[config.mk]
export PLATFORM = sky130hd
export DESIGN_NAME = rxecrc
export DESIGN_NICKNAME = d
export VERILOG_FILES = /design/src/rtl/rxecrc.sv
export SDC_FILE = /design/constraint.sdc
export NUM_CORES = 1
export LEC_CHECK = 0
export CORE_ASPECT_RATIO = 0.9
export CORE_MARGIN = 2
export CORE_UTILIZATION = 25
export DETAILED_ROUTE_END_ITERATION = 10
export SETUP_SLACK_MARGIN = 0.02
export SKIP_CTS_REPAIR_TIMING = 1
export SYNTH_ARGS = -nofsm -noshare
export SYNTH_HDL_FRONTEND = slang
export SYNTH_SLANG_ARGS = --single-unit
[constraint.sdc]
create_clock -name i_clk -period 2 [get_ports i_clk]
set_input_delay 0.4 -clock i_clk [delete_from_list [all_inputs] [get_ports i_clk]]
set_output_delay 0.4 -clock i_clk [all_outputs]
set_load 0.01 [all_outputs]
[src/rtl/rxecrc.sv]
// Receive-side CRC-32 checker: runs IEEE 802.3 CRC over each frame including
// its FCS, strips the 4 FCS bytes from the output and flags bad/runt/PHY-error frames.
module rxecrc #(
  parameter logic [31:0] TAPS    = 32'hedb88320,
  parameter logic [31:0] RESIDUE = 32'hdebb20e3
) (
  input  logic       i_clk,
  input  logic       i_reset,
  input  logic       i_ce,
  input  logic       i_en,
  input  logic       i_v,
  input  logic [7:0] i_d,
  input  logic       i_err,
  output logic       o_v,
  output logic [7:0] o_d,
  output logic       o_err
);

  // One byte of LSB-first reflected CRC division, unrolled into 8 shift steps.
  function automatic logic [31:0] crc_table(input logic [7:0] idx);
    logic [31:0] r;
    r = {24'h000000, idx};
    for (int i = 0; i < 8; i++) begin
      if (r[0]) begin
        r = {1'b0, r[31:1]} ^ TAPS;
      end else begin
        r = {1'b0, r[31:1]};
      end
    end
    return r;
  endfunction

  logic [31:0] crc_q, crc_d;
  logic [31:0] dly_q, dly_d;     // byte delay line, [31:24] is the oldest entry
  logic [2:0]  fill_q, fill_d;
  logic        sticky_q, sticky_d;
  logic        active_q, active_d;
  logic        en_q, en_d;
  logic        o_v_q, o_v_d;
  logic [7:0]  o_d_q, o_d_d;
  logic        o_err_q, o_err_d;
  logic        en_eff_s;

  // Mode for the current byte: the live i_en on the first byte, the latched one after.
  always_comb begin
    en_eff_s = en_q;
    if (active_q) begin
      en_eff_s = en_q;
    end else begin
      en_eff_s = i_en;
    end
  end

  // Next-state logic for CRC, delay line, frame tracking and registered outputs.
  always_comb begin
    crc_d    = crc_q;
    dly_d    = dly_q;
    fill_d   = fill_q;
    sticky_d = sticky_q;
    active_d = active_q;
    en_d     = en_q;
    o_v_d    = o_v_q;
    o_d_d    = o_d_q;
    o_err_d  = o_err_q;
    if (i_ce) begin
      if (i_v) begin
        crc_d    = {8'h00, crc_q[31:8]} ^ crc_table(crc_q[7:0] ^ i_d);
        sticky_d = sticky_q | i_err;
        active_d = 1'b1;
        en_d     = en_eff_s;
        o_err_d  = 1'b0;
        if (en_eff_s) begin
          dly_d = {dly_q[23:0], i_d};
          if (fill_q == 3'd4) begin
            o_v_d = 1'b1;
            o_d_d = dly_q[31:24];
          end else begin
            o_v_d  = 1'b0;
            fill_d = fill_q + 3'd1;
          end
        end else begin
          o_v_d = 1'b1;
          o_d_d = i_d;
        end
      end else if (active_q) begin
        // End of frame: the error flag is only meaningful for this one i_ce period.
        o_v_d    = 1'b0;
        o_d_d    = 8'h00;
        o_err_d  = sticky_q | (en_q & ((fill_q < 3'd4) | (crc_q != RESIDUE)));
        crc_d    = 32'hffffffff;
        fill_d   = 3'd0;
        sticky_d = 1'b0;
        active_d = 1'b0;
      end else begin
        o_v_d   = 1'b0;
        o_err_d = 1'b0;
      end
    end else begin
      o_v_d = o_v_q;
    end
  end

  // State and output registers with synchronous reset.
  always_ff @(posedge i_clk) begin
    if (i_reset) begin
      crc_q    <= 32'hffffffff;
      dly_q    <= 32'h00000000;
      fill_q   <= 3'd0;
      sticky_q <= 1'b0;
      active_q <= 1'b0;
      en_q     <= 1'b0;
      o_v_q    <= 1'b0;
      o_d_q    <= 8'h00;
      o_err_q  <= 1'b0;
    end else begin
      crc_q    <= crc_d;
      dly_q    <= dly_d;
      fill_q   <= fill_d;
      sticky_q <= sticky_d;
      active_q <= active_d;
      en_q     <= en_d;
      o_v_q    <= o_v_d;
      o_d_q    <= o_d_d;
      o_err_q  <= o_err_d;
    end
  end

  assign o_v   = o_v_q;
  assign o_d   = o_d_q;
  assign o_err = o_err_q;

endmodule

## Word-level counts from Yosys, hierarchy flattened

Cells that the tools add are included.

| cells by class | value |
|---|---|
| div/mod/pow operators | 0 |
| reduce and logical (&&, ||, !) cells | 6 |
| bitwise operators | 14 |
| $lt $le $gt $ge | 1 |
| eq/ne operators | 5 |
| multiplexer cells | 43 |
| multiply operators | 0 |
| add/subtract/negate cells | 1 |
| shift-type cells | 0 |

Operators by type and width:

| cell | count |
|---|---|
| $mux W32 | 26 |
| $not A13 Y14 | 7 |
| $mux W8 | 4 |
| $ne A32 B32 Y1 const B | 1 |
| $xor A24 B32 Y32 | 1 |
| $not A1 Y14 | 1 |
| $mux W3 | 4 |
| $mux W1 | 9 |
| $xor A8 B8 Y8 | 1 |
| $reduce_and A3 Y1 | 2 |
| $reduce_and A2 Y1 | 2 |
| $reduce_and A4 Y1 | 1 |
| $add A3 B1 Y3 const B | 1 |
| $eq A3 B3 Y1 const B | 1 |
| $lt A3 B3 Y1 const B | 1 |
| $ne A3 B2 Y1 const B | 1 |
| $or A1 B1 Y1 | 3 |
| $ne A2 B1 Y1 const B | 1 |
| $ne A2 B2 Y1 const B | 1 |
| $reduce_bool A2 Y1 | 1 |
| $and A1 B1 Y1 | 1 |

| word-level totals | value |
|---|---|
| output and inout port bits | 10 |
| latch bits | 0 |
| memories | 0 |
| memory bits (writable) | 0 |
| ROM bits | 0 |
| input bits | 14 |
| flip-flop bits (word level) | 80 |

## Longest topological paths before layout

| logic depth | value |
|---|---|
| depth in word-level cells | 35 |
| gate-level depth with buffers | 7 |

## Worst setup path before layout

No wires, ideal clock.

| path | value |
|---|---|
| path kind | input port to flip-flop |
| from | input i_d[1] |
| to | register crc_q[24] |
| required time | 1.868 ns |
| stages | 5 |
| library setup time | 0.132 ns |
| arrival time | 1.688 ns |
| setup slack | 0.179 ns |
| cell sequence | xnor2_4 -> xor2_4 -> xnor3_2 -> xnor2_1 -> a21oi_1 |

| between the ends | value |
|---|---|
| cells in the longest elaborated chain, start to end | 31 |

RTL lines:

| item | RTL line | source |
|---|---|---|
| start: declaration | 12 | `input logic [7:0] i_d,` |
| $xor A8 B8 Y8 * | 67 | `crc_d = {8'h00, crc_q[31:8]} ^ crc_table(crc_q[7:0] ^ i_d);` |
| $mux W32 * | 24 | `if (r[0]) begin` |
| $mux W32 * | 66 | `if (i_v) begin` |
| $mux W32 * | 65 | `if (i_ce) begin` |
| $mux W32 * | 24 |  |
| $mux W32 * | 66 |  |
| $mux W32 * | 65 |  |
| $not A13 Y14 (no line) | -- |  |
| [15 not listed] | -- |  |
| $mux W32 * | 66 |  |
| $mux W32 * | 65 |  |
| $not A13 Y14 (no line) | -- |  |
| $mux W32 * | 24 |  |
| $mux W32 * | 66 |  |
| $mux W32 * | 65 |  |
| $xor A24 B32 Y32 * | 67 |  |
| $mux W32 * | 66 |  |
| end signal: assignment | 116 | `crc_q <= crc_d;` |
| end: declaration | 33 | `logic [31:0] crc_q, crc_d;` |

Mark *: on every way between the ends. The rest lies on a longest branch, timed or not. The select of a mux whose other input is x is not followed.
A chain may end at the register's enable or synchronous reset.

## Final worst setup path

| path | value |
|---|---|
| from | input i_d[1] |
| to | register crc_q[19] |

| between the ends | value |
|---|---|
| cells in the longest elaborated chain, start to end | 27 |

RTL lines:

| item | RTL line |
|---|---|
| $xor A8 B8 Y8 | 67 |
| $mux W32 | 24 |
| $mux W32 | 66 |
| $mux W32 | 65 |
| $mux W32 | 24 |
| $mux W32 | 66 |
| $mux W32 | 65 |
| $mux W32 | 24 |
| [11 not listed] | -- |
| $mux W32 | 24 |
| $mux W32 | 66 |
| $mux W32 | 65 |
| $mux W32 | 24 |
| $mux W32 | 66 |
| $mux W32 | 65 |
| $xor A24 B32 Y32 | 67 |
| $mux W32 | 66 |

No other way between the ends. The select of a mux whose other input is x is not followed.

==> impl_metrics.env <==
export IMPL_grt_pass1_vias=2819
export IMPL_cp_end_kind="flip-flop"
export IMPL_run_status="completed"
export IMPL_critPathKind="in2reg"
export IMPL_std_cell_rows=42
export IMPL_min_delay_start="dly_q[23]$_SDFFE_PP0P_"
export IMPL_mean_number_of_vias_per_cell=4.420
export IMPL_yosys_warn_count=0
export IMPL_layout_worst_path_cycle_share_pct=95.56
export IMPL_synth_area_leader_cell="dfxtp_1"
export IMPL_final_cell_area_mm2=0.004821
export IMPL_fmax_mhz=523.2
export IMPL_cpMostUsedCell="buf_4"
export IMPL_clock_tree_root_cell="clkbuf_16"
export IMPL_cp_peak_stage_delay_ps=520
export IMPL_grt_overflow_total=0
export IMPL_level_count_of_the_clock_h_tree=3
export IMPL_cts_sinks=80
export IMPL_groute_usage_overall_pct=12.05
export IMPL_clkTransAtPathRegs_ps=60
export IMPL_drt_first_iter_violations=193
export IMPL_max_cap_viol_count=0
export IMPL_routed_wl_mm=9.074
export IMPL_area_growth_pct=31.01
export IMPL_postSynthRegisterBits=80
export IMPL_crit_path_cell_trace="clkdlybuf4s50_1 > xnor2_4 > xor2_4 > buf_4 > buf_4 > xor2_1 > xnor2_1 > a21oi_1"
export IMPL_first_pass_iters=4
export IMPL_core_mm2=0.01456
export IMPL_die_area_mm2=0.01571
export IMPL_post_synth_inst_count=414
export IMPL_synth_area_leaders="dfxtp_1 44%, xnor2_1 10%, a21oi_1 8.3%"
export IMPL_critical_path_startpoint="i_d[1]"
export IMPL_critical_path_peak_fanout=5
export IMPL_post_synth_cell_area_avg_um2=8.888
export IMPL_fin_total_pwr_mw=5.505
export IMPL_static_leakage_power_nw=1.716
export IMPL_syn_num_nets=430
export IMPL_num_antenna_cells=0
export IMPL_postRouteAntennaNets=0
export IMPL_pwr_density_cell_mw_per_mm2=1142
export IMPL_tightestPinTransition_ps=437.2
export IMPL_fp_dieW_um=131.9
export IMPL_grt_pass1_wl_mm=14.90
export IMPL_ys_dominant_reg_cell="dfxtp_1"
export IMPL_synth_top_cells_by_count="80 x dfxtp_1, 78 x nand2_1, 61 x a21oi_1"
export IMPL_hold_class="reg2reg"
export IMPL_place_port_buffers=23
export IMPL_grt_antenna_before_repair=0
export IMPL_worst_skew_pair_late_latency_ps=340
export IMPL_critical_path_slowest_cell="clkdlybuf4s50_1"
export IMPL_dp_hpwl_mm=6.585
export IMPL_setup_viol=0
export IMPL_tritoncts="done"
export IMPL_ys_seq_area_share_pct=43.52
export IMPL_drive_above_1_share_pct=19.38
export IMPL_synth_enable_flop_cells=0
export IMPL_setup_repair_after_global_routing_missed_its_margin="no"
export IMPL_detail_route_wl_per_cell_um=13.38
export IMPL_maximum_number_of_pins_on_one_net_before_global_route_repair=34
export IMPL_setup_reg_to_reg_worst_slack_ps=230
export IMPL_critPathBufInv=3
export IMPL_area_of_the_multi_input_gates_mm2=0.002011
export IMPL_post_dp_cell_area_mm2=0.004481
export IMPL_finalHoldViolations=0
export IMPL_arrival_ps=2140
export IMPL_fillCellCount=1503
export IMPL_irDropWorstVdd_mv=0.5371
export IMPL_clock_buffers_created_by_tritoncts=9
export IMPL_io_pins=24
export IMPL_drc_errors=0
export IMPL_num_vias=2997
export IMPL_seqCellArea_mm2=0.001602
export IMPL_total_standard_cell_area_after_synthesis_mm2=0.003680
export IMPL_place_gp_congestion=0.8692
export IMPL_start_util_pct=25.28
export IMPL_ctsLongestPathBuffers=2
export IMPL_post_synth_top_count_cell="dfxtp_1"
export IMPL_period_needed_ps=1911
export IMPL_critPathTopFamily="XOR/XNOR gates"
export IMPL_reg2reg_from="crc_q[3]$_SDFFE_PP1P_"
export IMPL_synth_async_sr_flop_share_pct=0
export IMPL_timing_critical_path_required_ps=2220
export IMPL_yosys_cell_types_count=34
export IMPL_synth_top_cell_area_share_pct=43.52
export IMPL_nNetsFinal=491
export IMPL_maxSlewViolCount=0
export IMPL_startpoint_types="input pin"
export IMPL_die_y_um=119.1
export IMPL_finClkSkew_ps=8.019
export IMPL_timing_slew_headroom_pct=70.64
## report_power, final
group	internal, mW	switching, mW	total (mW)
registers	1.75	0.161	1.91
clock network	0.980	0.705	1.68
logic	1.04	0.870	1.91
total	3.77	1.74	5.50
## area by class of cell
class	instances	area share, %
multi-input cells	306	41.71
flip-flops and latches	80	33.22
repair buffers	73	13.24
well taps	198	5.139
clock buffers	9	4.672
clock inverters	7	1.635
inverters	5	0.3893
## worst min-delay path: stages, from the launching register on
cell and delay [ps]:
dfxtp_1 310, nand2_1 50, a21oi_1 50
## metrics by stage
step | setup WS, ps | hold WS (ps) | utilization (%) | TNS, ps | instances
global route | 20.20 | 467.4 | 33.12 | 0 | 678
CTS | -4.274 | 432.8 | 32.87 | -4.274 | 678
global placement | -240.2 | 436.1 | 30.78 | -3514 | 662
finish | 88.76 | 448.5 | 33.12 | 0 | 678
floorplan | 179.3 | 432.1 | - | 0 | 414
detailed placement | -287.0 | 444.7 | 30.78 | -4119 | 662
## cells by family (layout without fill, tap and decap cells)
group	after synthesis	in the layout	share of synthesized area [%]
and+or+nand+nor	139	139	16.80
AOI/OAI and AO/OA	86	86	13.13
DFF	80	80	43.52
xor gates and xnor gates	69	69	19.99
buffers and inverters	28	94	2.890
muxes	10	10	2.992
adders and majority gates	2	2	0.6799
## layer usage
layer	vias to the layer above	part of all wire, %	GRT usage (%)
li1	1511	-	-
met1	1415	49	16.85
met2	61	44	17.25
met3	10	5.0	3.406
met4	0	1.7	5.095
met5	-	0	0
## state kept, by name, indices dropped and copies added, names as in the netlist
name      flops
active_q      1
crc_q        32
dly_q        32
en_q          1
fill_q        3
o_d           8
o_err         1
o_v           1
sticky_q      1
## final timing paths
check,endpoint,cells past startpoint
worst max-delay path,crc_q[19]$_SDFFE_PP1P_,8
worst min-delay path,dly_q[31]$_SDFFE_PP0P_,2
worst max register to register,o_err$_SDFFE_PP0P_,5
worst min register to register,dly_q[31]$_SDFFE_PP0P_,2
## placed cells by master, fill, tap and decap left out, types with 4 or more instances in the layout
master | synthesis | final
xnor2_1 | 43 | 42
nor2_1 | 25 | 24
nand3_1 | 9 | 9
buf_4 | 0 | 47
a21oi_1 | 61 | 61
dfxtp_1 | 80 | 80
o32a_1 | 4 | 4
clkbuf_16 | 0 | 9
xnor2_2 | 8 | 8
nand2_1 | 78 | 78
nand2b_1 | 15 | 15
inv_1 | 5 | 5
clkdlybuf4s50_1 | 0 | 22
xor2_1 | 14 | 14
o22ai_1 | 13 | 13
mux2_2 | 8 | 8
Power figures use the tool's default switching activity.
